**src/rtl/keyvalue_scan_if.sv**
```systemverilog
// rtl/keyvalue_scan_if.sv - pipelined Wishbone-style bus bundle for keyvalue_scan
interface keyvalue_scan_if #(
    parameter int KEY_W = 16,
    parameter int VAL_W = 16
);
    logic             CYC_i;
    logic             STB_i;
    logic             WE_i;
    logic [15:0]      ADR_i;
    logic [KEY_W-1:0] KEY_i;
    logic [VAL_W-1:0] DAT_i;
    logic             STALL_o;
    logic             ACK_o;
    logic             ERR_o;
    logic             HIT_o;
    logic [VAL_W-1:0] DAT_o;

    modport master (
        output CYC_i, STB_i, WE_i, ADR_i, KEY_i, DAT_i,
        input  STALL_o, ACK_o, ERR_o, HIT_o, DAT_o
    );

    modport slave (
        input  CYC_i, STB_i, WE_i, ADR_i, KEY_i, DAT_i,
        output STALL_o, ACK_o, ERR_o, HIT_o, DAT_o
    );
endinterface

```
**src/rtl/keyvalue_scan.sv**
```systemverilog
// rtl/keyvalue_scan.sv - linear-scan key/value store; KEYVALUE_EVICT_EN enables round-robin eviction when full
module keyvalue_scan #(
    parameter int KEY_W = 16,
    parameter int VAL_W = 16,
    parameter int DEPTH = 8,
    parameter int CNT_W = $clog2(DEPTH + 1)
) (
    input  logic             sys_clk,
    input  logic             sys_rst,
    keyvalue_scan_if.slave   bus,
    output logic [CNT_W-1:0] COUNT_o,
    output logic             FULL_o
);
    localparam int IDX_W = $clog2(DEPTH);
    localparam logic [IDX_W-1:0] LAST_IDX = IDX_W'(DEPTH - 1);

    typedef enum logic [1:0] {S_IDLE, S_SCAN, S_EXEC, S_ACK} state_t;
    typedef enum logic [1:0] {OP_GET, OP_STATUS, OP_PUT, OP_DEL} op_t;

    state_t           state_q;
    op_t              op_q;
    logic [KEY_W-1:0] key_q;
    logic [VAL_W-1:0] val_q;
    logic [IDX_W-1:0] idx_q;
    logic             hit_found_q;
    logic             free_found_q;
    logic [IDX_W-1:0] free_idx_q;
    logic [CNT_W-1:0] count_q;
    logic             stall_q;
    logic             ack_q;
    logic             err_q;
    logic             hit_q;
    logic [VAL_W-1:0] dat_q;

    logic             valid_q   [DEPTH];
    logic [KEY_W-1:0] key_mem_q [DEPTH];
    logic [VAL_W-1:0] val_mem_q [DEPTH];

`ifdef KEYVALUE_EVICT_EN
    logic [IDX_W-1:0] rr_q;
`endif

    logic full;
    logic unused_adr;

    assign full       = (count_q == CNT_W'(DEPTH));
    assign unused_adr = ^bus.ADR_i[15:1];

    assign bus.STALL_o = stall_q;
    assign bus.ACK_o   = ack_q;
    assign bus.ERR_o   = err_q;
    assign bus.HIT_o   = hit_q;
    assign bus.DAT_o   = dat_q;
    assign COUNT_o     = count_q;
    assign FULL_o      = full;

    always_ff @(posedge sys_clk) begin
        if (sys_rst) begin
            state_q      <= S_IDLE;
            op_q         <= OP_GET;
            key_q        <= '0;
            val_q        <= '0;
            idx_q        <= '0;
            hit_found_q  <= 1'b0;
            free_found_q <= 1'b0;
            free_idx_q   <= '0;
            count_q      <= '0;
            stall_q      <= 1'b0;
            ack_q        <= 1'b0;
            err_q        <= 1'b0;
            hit_q        <= 1'b0;
            dat_q        <= '0;
            for (int i = 0; i < DEPTH; i++) begin
                valid_q[i]   <= 1'b0;
                key_mem_q[i] <= '0;
                val_mem_q[i] <= '0;
            end
`ifdef KEYVALUE_EVICT_EN
            rr_q <= '0;
`endif
        end else begin
            ack_q <= 1'b0;
            case (state_q)
                S_IDLE: begin
                    if (bus.CYC_i && bus.STB_i) begin
                        op_q         <= op_t'({bus.WE_i, bus.ADR_i[0]});
                        key_q        <= bus.KEY_i;
                        val_q        <= bus.DAT_i;
                        idx_q        <= '0;
                        hit_found_q  <= 1'b0;
                        free_found_q <= 1'b0;
                        free_idx_q   <= '0;
                        stall_q      <= 1'b1;
                        state_q      <= (!bus.WE_i && bus.ADR_i[0]) ? S_EXEC : S_SCAN;
                    end
                end
                S_SCAN: begin
                    if (!bus.CYC_i) begin
                        stall_q <= 1'b0;
                        state_q <= S_IDLE;
                    end else if (valid_q[idx_q] && key_mem_q[idx_q] == key_q) begin
                        // idx_q stays parked on the matching slot for EXEC
                        hit_found_q <= 1'b1;
                        state_q     <= S_EXEC;
                    end else begin
                        if (!valid_q[idx_q] && !free_found_q) begin
                            free_found_q <= 1'b1;
                            free_idx_q   <= idx_q;
                        end
                        if (idx_q == LAST_IDX) begin
                            state_q <= S_EXEC;
                        end else begin
                            idx_q <= idx_q + IDX_W'(1);
                        end
                    end
                end
                S_EXEC: begin
                    err_q   <= 1'b0;
                    hit_q   <= 1'b0;
                    dat_q   <= '0;
                    ack_q   <= 1'b1;
                    state_q <= S_ACK;
                    case (op_q)
                        OP_STATUS: begin
                            dat_q <= VAL_W'(count_q);
                            hit_q <= full;
                        end
                        OP_GET: begin
                            if (hit_found_q) begin
                                dat_q <= val_mem_q[idx_q];
                                hit_q <= 1'b1;
                            end
                        end
                        OP_DEL: begin
                            if (hit_found_q) begin
                                valid_q[idx_q] <= 1'b0;
                                count_q        <= count_q - CNT_W'(1);
                                dat_q          <= val_mem_q[idx_q];
                                hit_q          <= 1'b1;
                            end
                        end
                        OP_PUT: begin
                            if (hit_found_q) begin
                                val_mem_q[idx_q] <= val_q;
                                dat_q            <= VAL_W'(idx_q);
                                hit_q            <= 1'b1;
                            end else if (free_found_q) begin
                                valid_q[free_idx_q]   <= 1'b1;
                                key_mem_q[free_idx_q] <= key_q;
                                val_mem_q[free_idx_q] <= val_q;
                                count_q               <= count_q + CNT_W'(1);
                                dat_q                 <= VAL_W'(free_idx_q);
                            end else begin
`ifdef KEYVALUE_EVICT_EN
                                key_mem_q[rr_q] <= key_q;
                                val_mem_q[rr_q] <= val_q;
                                dat_q           <= VAL_W'(rr_q);
                                rr_q            <= (rr_q == LAST_IDX) ? '0 : rr_q + IDX_W'(1);
`else
                                err_q <= 1'b1;
`endif
                            end
                        end
                        default: ;
                    endcase
                end
                S_ACK: begin
                    stall_q <= 1'b0;
                    state_q <= S_IDLE;
                end
                default: begin
                    stall_q <= 1'b0;
                    state_q <= S_IDLE;
                end
            endcase
        end
    end
endmodule

```
**src/flat_wrapper.sv**
```systemverilog
// flat-port wrapper written by rule: the top's interface ports become plain ports
module keyvalue_scan_flat 
#(
    parameter int KEY_W = 16,
    parameter int VAL_W = 16,
    parameter int DEPTH = 8,
    parameter int CNT_W = $clog2(DEPTH + 1)
)
  (sys_clk, sys_rst, COUNT_o, FULL_o, bus_CYC_i, bus_STB_i, bus_WE_i, bus_ADR_i, bus_KEY_i, bus_DAT_i, bus_STALL_o, bus_ACK_o, bus_ERR_o, bus_HIT_o, bus_DAT_o);
  keyvalue_scan_if #(.KEY_W(KEY_W), .VAL_W(VAL_W)) bus_i ();
  input  logic sys_clk;
  input  logic sys_rst;
  output logic [CNT_W-1:0] COUNT_o;
  output logic FULL_o;
  input wire logic [$bits(bus_i.CYC_i)-1:0] bus_CYC_i;
  input wire logic [$bits(bus_i.STB_i)-1:0] bus_STB_i;
  input wire logic [$bits(bus_i.WE_i)-1:0] bus_WE_i;
  input wire logic [$bits(bus_i.ADR_i)-1:0] bus_ADR_i;
  input wire logic [$bits(bus_i.KEY_i)-1:0] bus_KEY_i;
  input wire logic [$bits(bus_i.DAT_i)-1:0] bus_DAT_i;
  output wire logic [$bits(bus_i.STALL_o)-1:0] bus_STALL_o;
  output wire logic [$bits(bus_i.ACK_o)-1:0] bus_ACK_o;
  output wire logic [$bits(bus_i.ERR_o)-1:0] bus_ERR_o;
  output wire logic [$bits(bus_i.HIT_o)-1:0] bus_HIT_o;
  output wire logic [$bits(bus_i.DAT_o)-1:0] bus_DAT_o;
  assign bus_i.CYC_i = bus_CYC_i;
  assign bus_i.STB_i = bus_STB_i;
  assign bus_i.WE_i = bus_WE_i;
  assign bus_i.ADR_i = bus_ADR_i;
  assign bus_i.KEY_i = bus_KEY_i;
  assign bus_i.DAT_i = bus_DAT_i;
  assign bus_STALL_o = bus_i.STALL_o;
  assign bus_ACK_o = bus_i.ACK_o;
  assign bus_ERR_o = bus_i.ERR_o;
  assign bus_HIT_o = bus_i.HIT_o;
  assign bus_DAT_o = bus_i.DAT_o;
  keyvalue_scan #(.KEY_W(KEY_W), .VAL_W(VAL_W), .DEPTH(DEPTH), .CNT_W(CNT_W)) u_core (.sys_clk(sys_clk), .sys_rst(sys_rst), .bus(bus_i), .COUNT_o(COUNT_o), .FULL_o(FULL_o));
endmodule
```
**config.mk**
```make
export PLATFORM = sky130hd
export DESIGN_NAME = keyvalue_scan_flat
export DESIGN_NICKNAME = d
export VERILOG_FILES = /design/src/rtl/keyvalue_scan_if.sv /design/src/rtl/keyvalue_scan.sv /design/src/flat_wrapper.sv
export SDC_FILE = /design/constraint.sdc
export NUM_CORES = 1
export LEC_CHECK = 0
export ABC_CLOCK_PERIOD_IN_PS = 3700
export CAP_MARGIN = 20
export CORE_ASPECT_RATIO = 1.75
export CORE_UTILIZATION = 45
export CTS_CLUSTER_DIAMETER = 200
export DETAILED_ROUTE_END_ITERATION = 8
export GPL_ROUTABILITY_DRIVEN = 0
export HOLD_SLACK_MARGIN = 0.05
export PLACE_DENSITY = 0.74
export SLEW_MARGIN = 20
export SYNTH_ARGS = -nofsm -noshare
export SYNTH_HDL_FRONTEND = slang
export SYNTH_SLANG_ARGS = --single-unit
```
**constraint.sdc**
```tcl
create_clock -name sys_clk -period 3.7 [get_ports sys_clk]
set_input_delay 0.37 -clock sys_clk [delete_from_list [all_inputs] [get_ports sys_clk]]
set_output_delay 0.37 -clock sys_clk [all_outputs]
set_load 0.05 [all_outputs]
```
======== Word level (Yosys, flattened, before mapping) ========
Memory sizes are Yosys's and may differ from the RTL's. A register that Yosys moved wholly into a read port is not among the register bits.
Cells that the tools add are included.
storage, ports and cells
  flip-flop bits (word level) ............. 68
  memories kept ........................... 3
  output and inout bits ................... 25
  input port bits ......................... 53
  memory bits (writable) .................. 264
  word-level logic and storage cells ...... 143
operators by class
  reduce and logical (&&, ||, !) cells .... 26
  equality and inequality tests ........... 20
  multiplexer cells ....................... 77
  add/subtract/negate cells ............... 3
memories
  name              words  bits a word  read ports  clocked after Yosys merged registers in  write ports  RTL line             RTL
  u_core.key_mem_q  8      16           1           1                                        8            keyvalue_scan.sv:36  logic [KEY_W-1:0] key_mem_q [DEPTH];
  u_core.val_mem_q  8      16           1           1                                        8            keyvalue_scan.sv:37  logic [VAL_W-1:0] val_mem_q [DEPTH];
  u_core.valid_q    8      1            1           1                                        8            keyvalue_scan.sv:35  logic valid_q [DEPTH];
operator list
  cell                                                                    count
  16-bit two-way mux                                                      5
  3-bit two-way mux                                                       19
  16-bit case mux with 3 select lines                                     1
  16-bit OR reduction                                                     3
  1-bit two-way mux                                                       36
  16-bit equality test                                                    1
  5-bit AND reduction                                                     3
  4-bit two-way mux                                                       3
  3-bit case mux with 2 select lines                                      2
  2-bit two-way mux                                                       5
  2-bit by 1-bit != test with 1-bit output (second input constant)        5
  2-bit != test (second input constant)                                   5
  2-bit equality test (second input constant)                             4
  2-bit case mux with 4 select lines                                      1
  4-bit case mux with 2 select lines                                      1
  1-bit case mux with 2 select lines                                      3
  4-bit by 1-bit adder with 4-bit output (second input constant)          1
  2-bit by 1-bit equality test with 1-bit output (second input constant)  2
  4-bit equality test (second input constant)                             1
  1-bit logical AND                                                       4
  2-bit zero test                                                         2
  4-bit by 2-bit != test with 1-bit output (second input constant)        1
  2-bit AND reduction                                                     2
  4-bit AND reduction                                                     1
  other kinds (11)                                                        15

======== Depth between registers and ports, before layout ========
Gate-level depths: netlist of run 1.
  depth in word-level cells ............... 8
  depth in mapped cells ................... 11

======== Worst setup path after synthesis of run 1 ========
OpenSTA, ideal clock, no wires.
  kind .................................... register to register
  from .................................... register u_core.hit_found_q
  to ...................................... memory u_core.val_mem_q[5][0] (enable)
  arrival ................................. 2,615 ps
  slack ................................... 673 ps
  cell stages (with the launch flop) ...... 7
  path through ............................ dfxtp_1 > clkbuf_1 > nor2b_1 > nand3_1 > clkbuf_1 > a31oi_1 > o21ai_0
RTL lines
  element                   RTL line              RTL
  start: declaration        keyvalue_scan.sv:25   logic hit_found_q;
  start signal: assignment  keyvalue_scan.sv:64   hit_found_q <= 1'b0;
  start signal: assignment  keyvalue_scan.sv:90   hit_found_q <= 1'b0;
  start signal: assignment  keyvalue_scan.sv:103  hit_found_q <= 1'b1;
  end: declaration          keyvalue_scan.sv:37

==> run metrics, run 1 <==
status=completed; reg2reg setup slack=0.51 ns; Synth Cell Area=between 15000 and 20000 um2; first-pass GRT wire length=55400 um; synth top area cells=edfxtp_1 52%, and2_1 10%, dfxtp_1 9.4%; most common cell after layout, fill and taps aside=edfxtp_1; Worst-path clk slew=0.06 ns; FF-to-FF Start=u_core.state_q[1]; pwr dens=459 nW/um2; Reg power frac=0.534; vias per std cell=about 5.5; Clk pwr share=0.419; RSZ-0062 raised after global routing=false; H-tree depth=1; CTS Buf Count=31; die area=about 35000 um2; cts hold-fix bufs=0; IO Pins=78; Iter 0 DRT Violations=632; post-synthesis sequential area ratio=0.616; Synth async-reset ratio=0; diodes inserted=0; Crit Path Category=flip-flop to flip-flop; Setup crit end kind=flip-flop; PostCTS Resize Cnt=0; Setup crit start=u_core.state_q[1]; Mapped Cells=1138; net switching power=0.00171 W; worst hold-check path type=input pin to flip-flop; final setup violation count=0; TritonCTS clock tree=yes; CTS Buffer Depth=3; Pint=0.00623 W; largest area contributor in the netlist=edfxtp_1; Starting Density=0.458; peak supply drop=0.344 mV; CP max FO=16; hold path cells=2; placed insts=1613; initial antenna violation count=0; Worst Hold Endpoint=u_core.bus.ACK_o; wire per inst=21.6 um; Comb power frac=0.048; setup TNS=0 ns; fin nets=1257; endpoints failing hold=0; Max Slew Vio Count=0; drt first pass iters=4; setup bufs post-CTS=0; number of global-route vias before repair=~9700; Cell Count, Final, Fillers Out=1670; Net Sw Frac=0.216; fmax=314 MHz; Post-synth EDFFs=264; Syn-to-layout area delta=14.1%; Die Width=141 um; crit share post-route=0.862; min-delay src=sys_rst; Skew-Pair Late Insertion Delay=a little under 0.6 ns; gr ovfl total=0; routed wire length=36000 um; core area=33100 um2; clk_skew=0.0120 ns; Post-Syn Area per Cell=13.3 um2; Yosys cell types=between 50 and 60; Leak=a little over 6 nW; clock sink count=335; WP data arrival=3.51 ns; Max-Cap Viols=0; R2R cell count=7; I/O Buffers=62; Post-DP HPWL=about 23000 um; Least-Margin Pin Slew=0.858 ns; Total GRT Usage=0.216; min cycle time layout=between 3 and 4 ns; Rel. slew slack=0.428; Main synth FF type=edfxtp_1; WP data required=4.03 ns; yosys warns=0; DRC Markers=0; largest net degree at the start of global routing=58; share of cells above drive strength 1=0.139; most frequent cells in the layout=264 x edfxtp_1, 249 x and2_1, 93 x nand2_1; synthesis-stage register bit count=around 340; root buffer cell=clkbuf_16; Synth Net Count=around 1200; Rows=88; chip height=245 um; Setup crit start kind=flip-flop; post-synth top area share=0.522; Routed Antenna Nets=0; Critical R2R Capture=u_core.val_mem_q[7][9]; total number of vias=roughly 9000
[per-layer routing]
layer,track usage,share of wire,routed length (um)
met2,0.416,0.56,20000
met4,0.117,0.048,1740
met1,0.227,0.36,12900
met3,0.0224,0.036,1310
met5,0,0,0
[cells by family (layout without fill, tap and decap cells)]
| group | count (synthesis) | in the layout | synth area share |
|---|---|---|---|
| multiplexers | 111 | 111 | 0.125 |
| flip-flops | 335 | 335 | 0.616 |
| AO/OA/AOI/OAI | 119 | 119 | 0.0472 |
| AND/OR/NAND/NOR | 457 | 457 | 0.164 |
| adder cells (fa/ha/maj) | 8 | 8 | 0.00709 |
| buffers and inverters | 93 | 175 | 0.0319 |
| XOR/XNOR | 15 | 15 | 0.00865 |
[critical path, cell delays in order, from the launching register on]
cell,delay (ns)
dfxtp_1,0.57
nand2b_1,0.13
nor2_1,0.42
nand3_1,0.55
a31oi_1,0.72
nor2_1,0.11
buf_4,0.24
and2_1,0.19
[area by class of cell]
type	count	area, um2
Sequential cell	335	9350
Clock buffer	37	808
Timing Repair Buffer	103	936
Fill cell	2778	15800
Tap cell	450	563
Clock inverter	20	244
Multi-Input combinational cell	710	5360
Inverter	15	56.3
[stage by stage]
stage           util  hold WS [ns]  worst slack (ns)  power, W  cell area (um2)
3_3_place_gp   0.491         0.445             0.656   0.00469            16300
5_1_grt        0.523         0.116             0.270   0.00816            17300
6_report       0.523         0.105             0.511   0.00794            17300
2_1_floorplan      -         0.449             0.673   0.00454            15200
3_5_place_dp   0.491         0.452             0.607   0.00471            16300
4_1_cts        0.523        0.0898             0.564   0.00798            17300
[sequential cells by signal, indices dropped and copies added, names as in the netlist, 2 cells and up, named ones only]
| register | count |
|---|---|
| u_core.key_mem_q | 128 |
| u_core.COUNT_o | 4 |
| u_core.op_q | 2 |
| u_core.key_q | 16 |
| u_core.idx_q | 3 |
| u_core.free_idx_q | 3 |
| u_core.bus.DAT_o | 16 |
| u_core.valid_q | 8 |
| u_core.val_mem_q | 128 |
| u_core.val_q | 16 |
| u_core.state_q | 2 |
[worst max path at each step]
stage	end	slack [ns]	depth (start not counted)
after detailed placement	u_core.idx_q[1]	0.61	8
after global routing	u_core.val_mem_q[7][9]	0.27	7
after CTS	u_core.idx_q[1]	0.56	8
after floorplan	u_core.val_mem_q[5][0]	0.67	6
after global placement	flip-flop	0.66	8
final	u_core.val_mem_q[7][9]	0.51	7
[synthesized netlist by cell type (all sizes together) (2+ instances only)]
master  number
a21o         3
nor2b        5
or2          6
xnor2        3
nand3       11
or3          5
a22oi       14
mux2        20
nor4         5
a22o         4
ha           7
a21oi       43
mux4        57
o22a         3
inv         14
nand2       93
nand4        2
and2       249
a31oi        7
xor2        12
o31a         2
a211oi       4
o21ai       26
dfxtp       71
buf         25
nor3        19
mux2i       34
o22ai        9
nor2        48
or4          2
clkbuf      52
nand2b       7
edfxtp     264
[power by group through the flow]
stage	clock network [W]	registers, W	logic, W
after floorplan	0	0.00428	0.000251
after global placement	0	0.00431	0.000379
after detailed placement	0	0.00432	0.000384
after CTS	0.00336	0.00424	0.000386
after global routing	0.00350	0.00425	0.000410
final	0.00333	0.00424	0.000379
Note: power is estimated with default switching activity, not from simulation.
==> run 2: changes to the inputs <==
--- a/config.mk
+++ b/config.mk
@@ -8,6 +8,7 @@
 export ABC_CLOCK_PERIOD_IN_PS = 3700
 export CAP_MARGIN = 20
 export CORE_ASPECT_RATIO = 1.75
+export CORE_MARGIN = 2
 export CORE_UTILIZATION = 45
 export CTS_CLUSTER_DIAMETER = 200
 export DETAILED_ROUTE_END_ITERATION = 8
==> run 2 against run 1 <==
Against the previous run:
- total power is 1.9% lower
- worst setup slack improved by 0.10 ns
- clock skew up 0.0052 ns
- global-route usage shrank 0.74 points
- critical path depth stayed put
- cell area down 0.30%
- clock power is 5% lower
- count of clock-buffer cells in the layout up 6
- register-to-register slack improved by 0.10 ns
==> run metrics, run 2 (synthesis gave the netlist of run 1 again) <==
status=completed; crit share post-route=0.835 (-0.0271); fmax=324 MHz (+3.2%); PostCTS Resize Cnt=0 (unchanged); Die Width=143 um (+1.4%); endpoints failing hold=0 (unchanged); clock sink count=335 (unchanged); TritonCTS clock tree=yes; DP Area=16300 um2 (about the same); Top Registers=u_core.key_mem_q (128), u_core.val_mem_q (128); CP dominant cell by count=nor2_1; CTS Buf Count=31 (unchanged); wire per inst=21.7 um (+0.63%); Worst-path clk slew=0.07 ns (about the same); CP max-delay cell=a31oi_1; most frequent cells in the layout=264 x edfxtp_1, 249 x and2_1, 93 x nand2_1; I/O Buffers=62 (unchanged); Crit path buffers/inverters=1 (unchanged); clk_skew=0.0172 ns (+0.00525 ns); WP data required=4.01 ns (-0.02 ns); R2R cell count=7 (unchanged); Setup crit end kind=flip-flop; H-tree depth=1 (unchanged); die area=35300 um2 (+2.2%); WP data arrival=3.40 ns (-0.11 ns); largest net degree at the start of global routing=73 (+26%); Max-Cap Viols=0 (unchanged); CP Depth=7 (unchanged); most common cell after layout, fill and taps aside=edfxtp_1; min cycle time layout=3.09 ns (-0.100 ns); Top delay family on crit path=simple AND/OR/NAND/NOR gates; initial antenna violation count=0 (unchanged); Skew-Pair Late Insertion Delay=0.57 ns (about the same); reg2reg setup slack=0.61 ns (+0.10 ns); crit-path max cell delay=0.73 ns (about the same); peak supply drop=0.352 mV (+2.4%); Rows=89 (+1.1%); Routed Antenna Nets=0 (unchanged); core area=33500 um2 (+1.1%); Leak=6.18 nW (-0.38%); Post-DP HPWL=22400 um (-2.2%); Syn-to-layout area delta=13.8%; total number of vias=9186 (+0.34%); CP Cell Sequence=nand2b_1, nor2_1, nand3_1, a31oi_1, nor2_1, buf_4, and2_1; vias per std cell=5.50 (+0.34%); pwr dens=451 nW/um2 (-1.6%); Total GRT Usage=0.209 (-0.00741); drt first pass iters=5 (+1); diodes inserted=0 (unchanged); number of global-route vias before repair=9478 (-1.9%); IO Pins=78 (unchanged); fin nets=1253 (-0.32%); Design Area, Final=17300 um2 (-0.30%); routed wire length=36200 um (+0.63%); Crit Path Category=flip-flop to flip-flop; Rel. slew slack=0.436 (+0.00801); Max Slew Vio Count=0 (unchanged); Setup crit start kind=flip-flop; first-pass GRT wire length=54700 um (-1.1%); gr ovfl total=0 (unchanged); DRC Markers=0 (unchanged); Least-Margin Pin Slew=0.845 ns (-0.0120 ns); setup TNS=0 ns (unchanged); share of cells above drive strength 1=0.136 (-0.00272); FF-to-FF Start=u_core.state_q[1]; Iter 0 DRT Violations=746 (+18%); CTS Buffer Depth=3 (unchanged); worst hold-check path type=input pin to flip-flop; CP Capture Point=u_core.val_mem_q[7][4]; final setup violation count=0 (unchanged); Critical R2R Capture=u_core.val_mem_q[7][4]; chip height=247 um (+0.82%); root buffer cell=clkbuf_16; Setup crit start=u_core.state_q[1]; setup bufs post-CTS=0 (unchanged); cts hold-fix bufs=0 (unchanged); CP max FO=16 (unchanged); Starting Density=0.453 (-0.00515); RSZ-0062 raised after global routing=false
-- run 2: cell count changes in the layout (fill, tap and decap cells not counted), sizes merged --
cell	previous run	this run
clkbuf	37	43
clkinv	13	10
clkinvlp	2	0
buf	42	38
inv	15	17
bufinv	5	1
-- run 2: layout make-up --
| cell class | instances | area, um2 |
|---|---|---|
| Timing Repair Buffer | 99 | 918 |
| Clock buffer | 43 | 915 |
| Sequential cell | 335 | 9350 |
| Clock inverter | 13 | 97.6 |
| Fill cell | 2807 | 16200 |
| Inverter | 15 | 56.3 |
| Multi-Input combinational cell | 710 | 5360 |
| Tap cell | 455 | 569 |
-- run 2: worst min path at each step --
stage	endpoint	cells past startpoint	start	slack (ns)
after floorplan	u_core.key_q[5]	2	u_core.key_q[5]	0.45
after global placement	u_core.bus.DAT_o[0]	2	u_core.bus.DAT_o[0]	0.45
after detailed placement	u_core.bus.DAT_o[1]	2	u_core.bus.DAT_o[1]	0.45
after CTS	u_core.bus.ACK_o	2	sys_rst	0.11
after global routing	u_core.bus.ACK_o	2	sys_rst	0.13
final	u_core.bus.ACK_o	2	sys_rst	0.13
-- run 2: worst reg2reg max path: stages (launching register included) --
cell and delay (ns):
dfxtp_1 0.57, nand2b_1 0.15, nor2_1 0.34, nand3_1 0.50, a31oi_1 0.73, nor2_1 0.11
buf_4 0.24, and2_1 0.19
-- run 2: report_power, final --
group | leakage, nW | internal [W] | switching [W]
logic | 2.37 | 0.000153 | 0.000224
registers | 3.30 | 0.00416 | 0.0000760
clock network | 0.506 | 0.00180 | 0.00138
-- run 2: routing by layer --
metal / share of wire / up-vias / global-route usage
li1: - / 4214 / -
met1: 0.36 / 4640 / 0.227
met2: 0.57 / 248 / 0.408
met3: 0.037 / 84 / 0.0213
met4: 0.034 / 0 / 0.0815
met5: 0 / - / 0
-- run 2: metrics by stage --
step	util	setup WS (ns)	total power (W)	hold slack, ns	cells
after floorplan	-	0.673	0.00454	0.449	1138
after global placement	0.485	0.679	0.00469	0.448	1614
after detailed placement	0.485	0.671	0.00470	0.448	1614
after CTS	0.515	0.631	0.00784	0.112	1670
after global routing	0.515	0.381	0.00802	0.132	1670
final	0.515	0.611	0.00779	0.131	1670
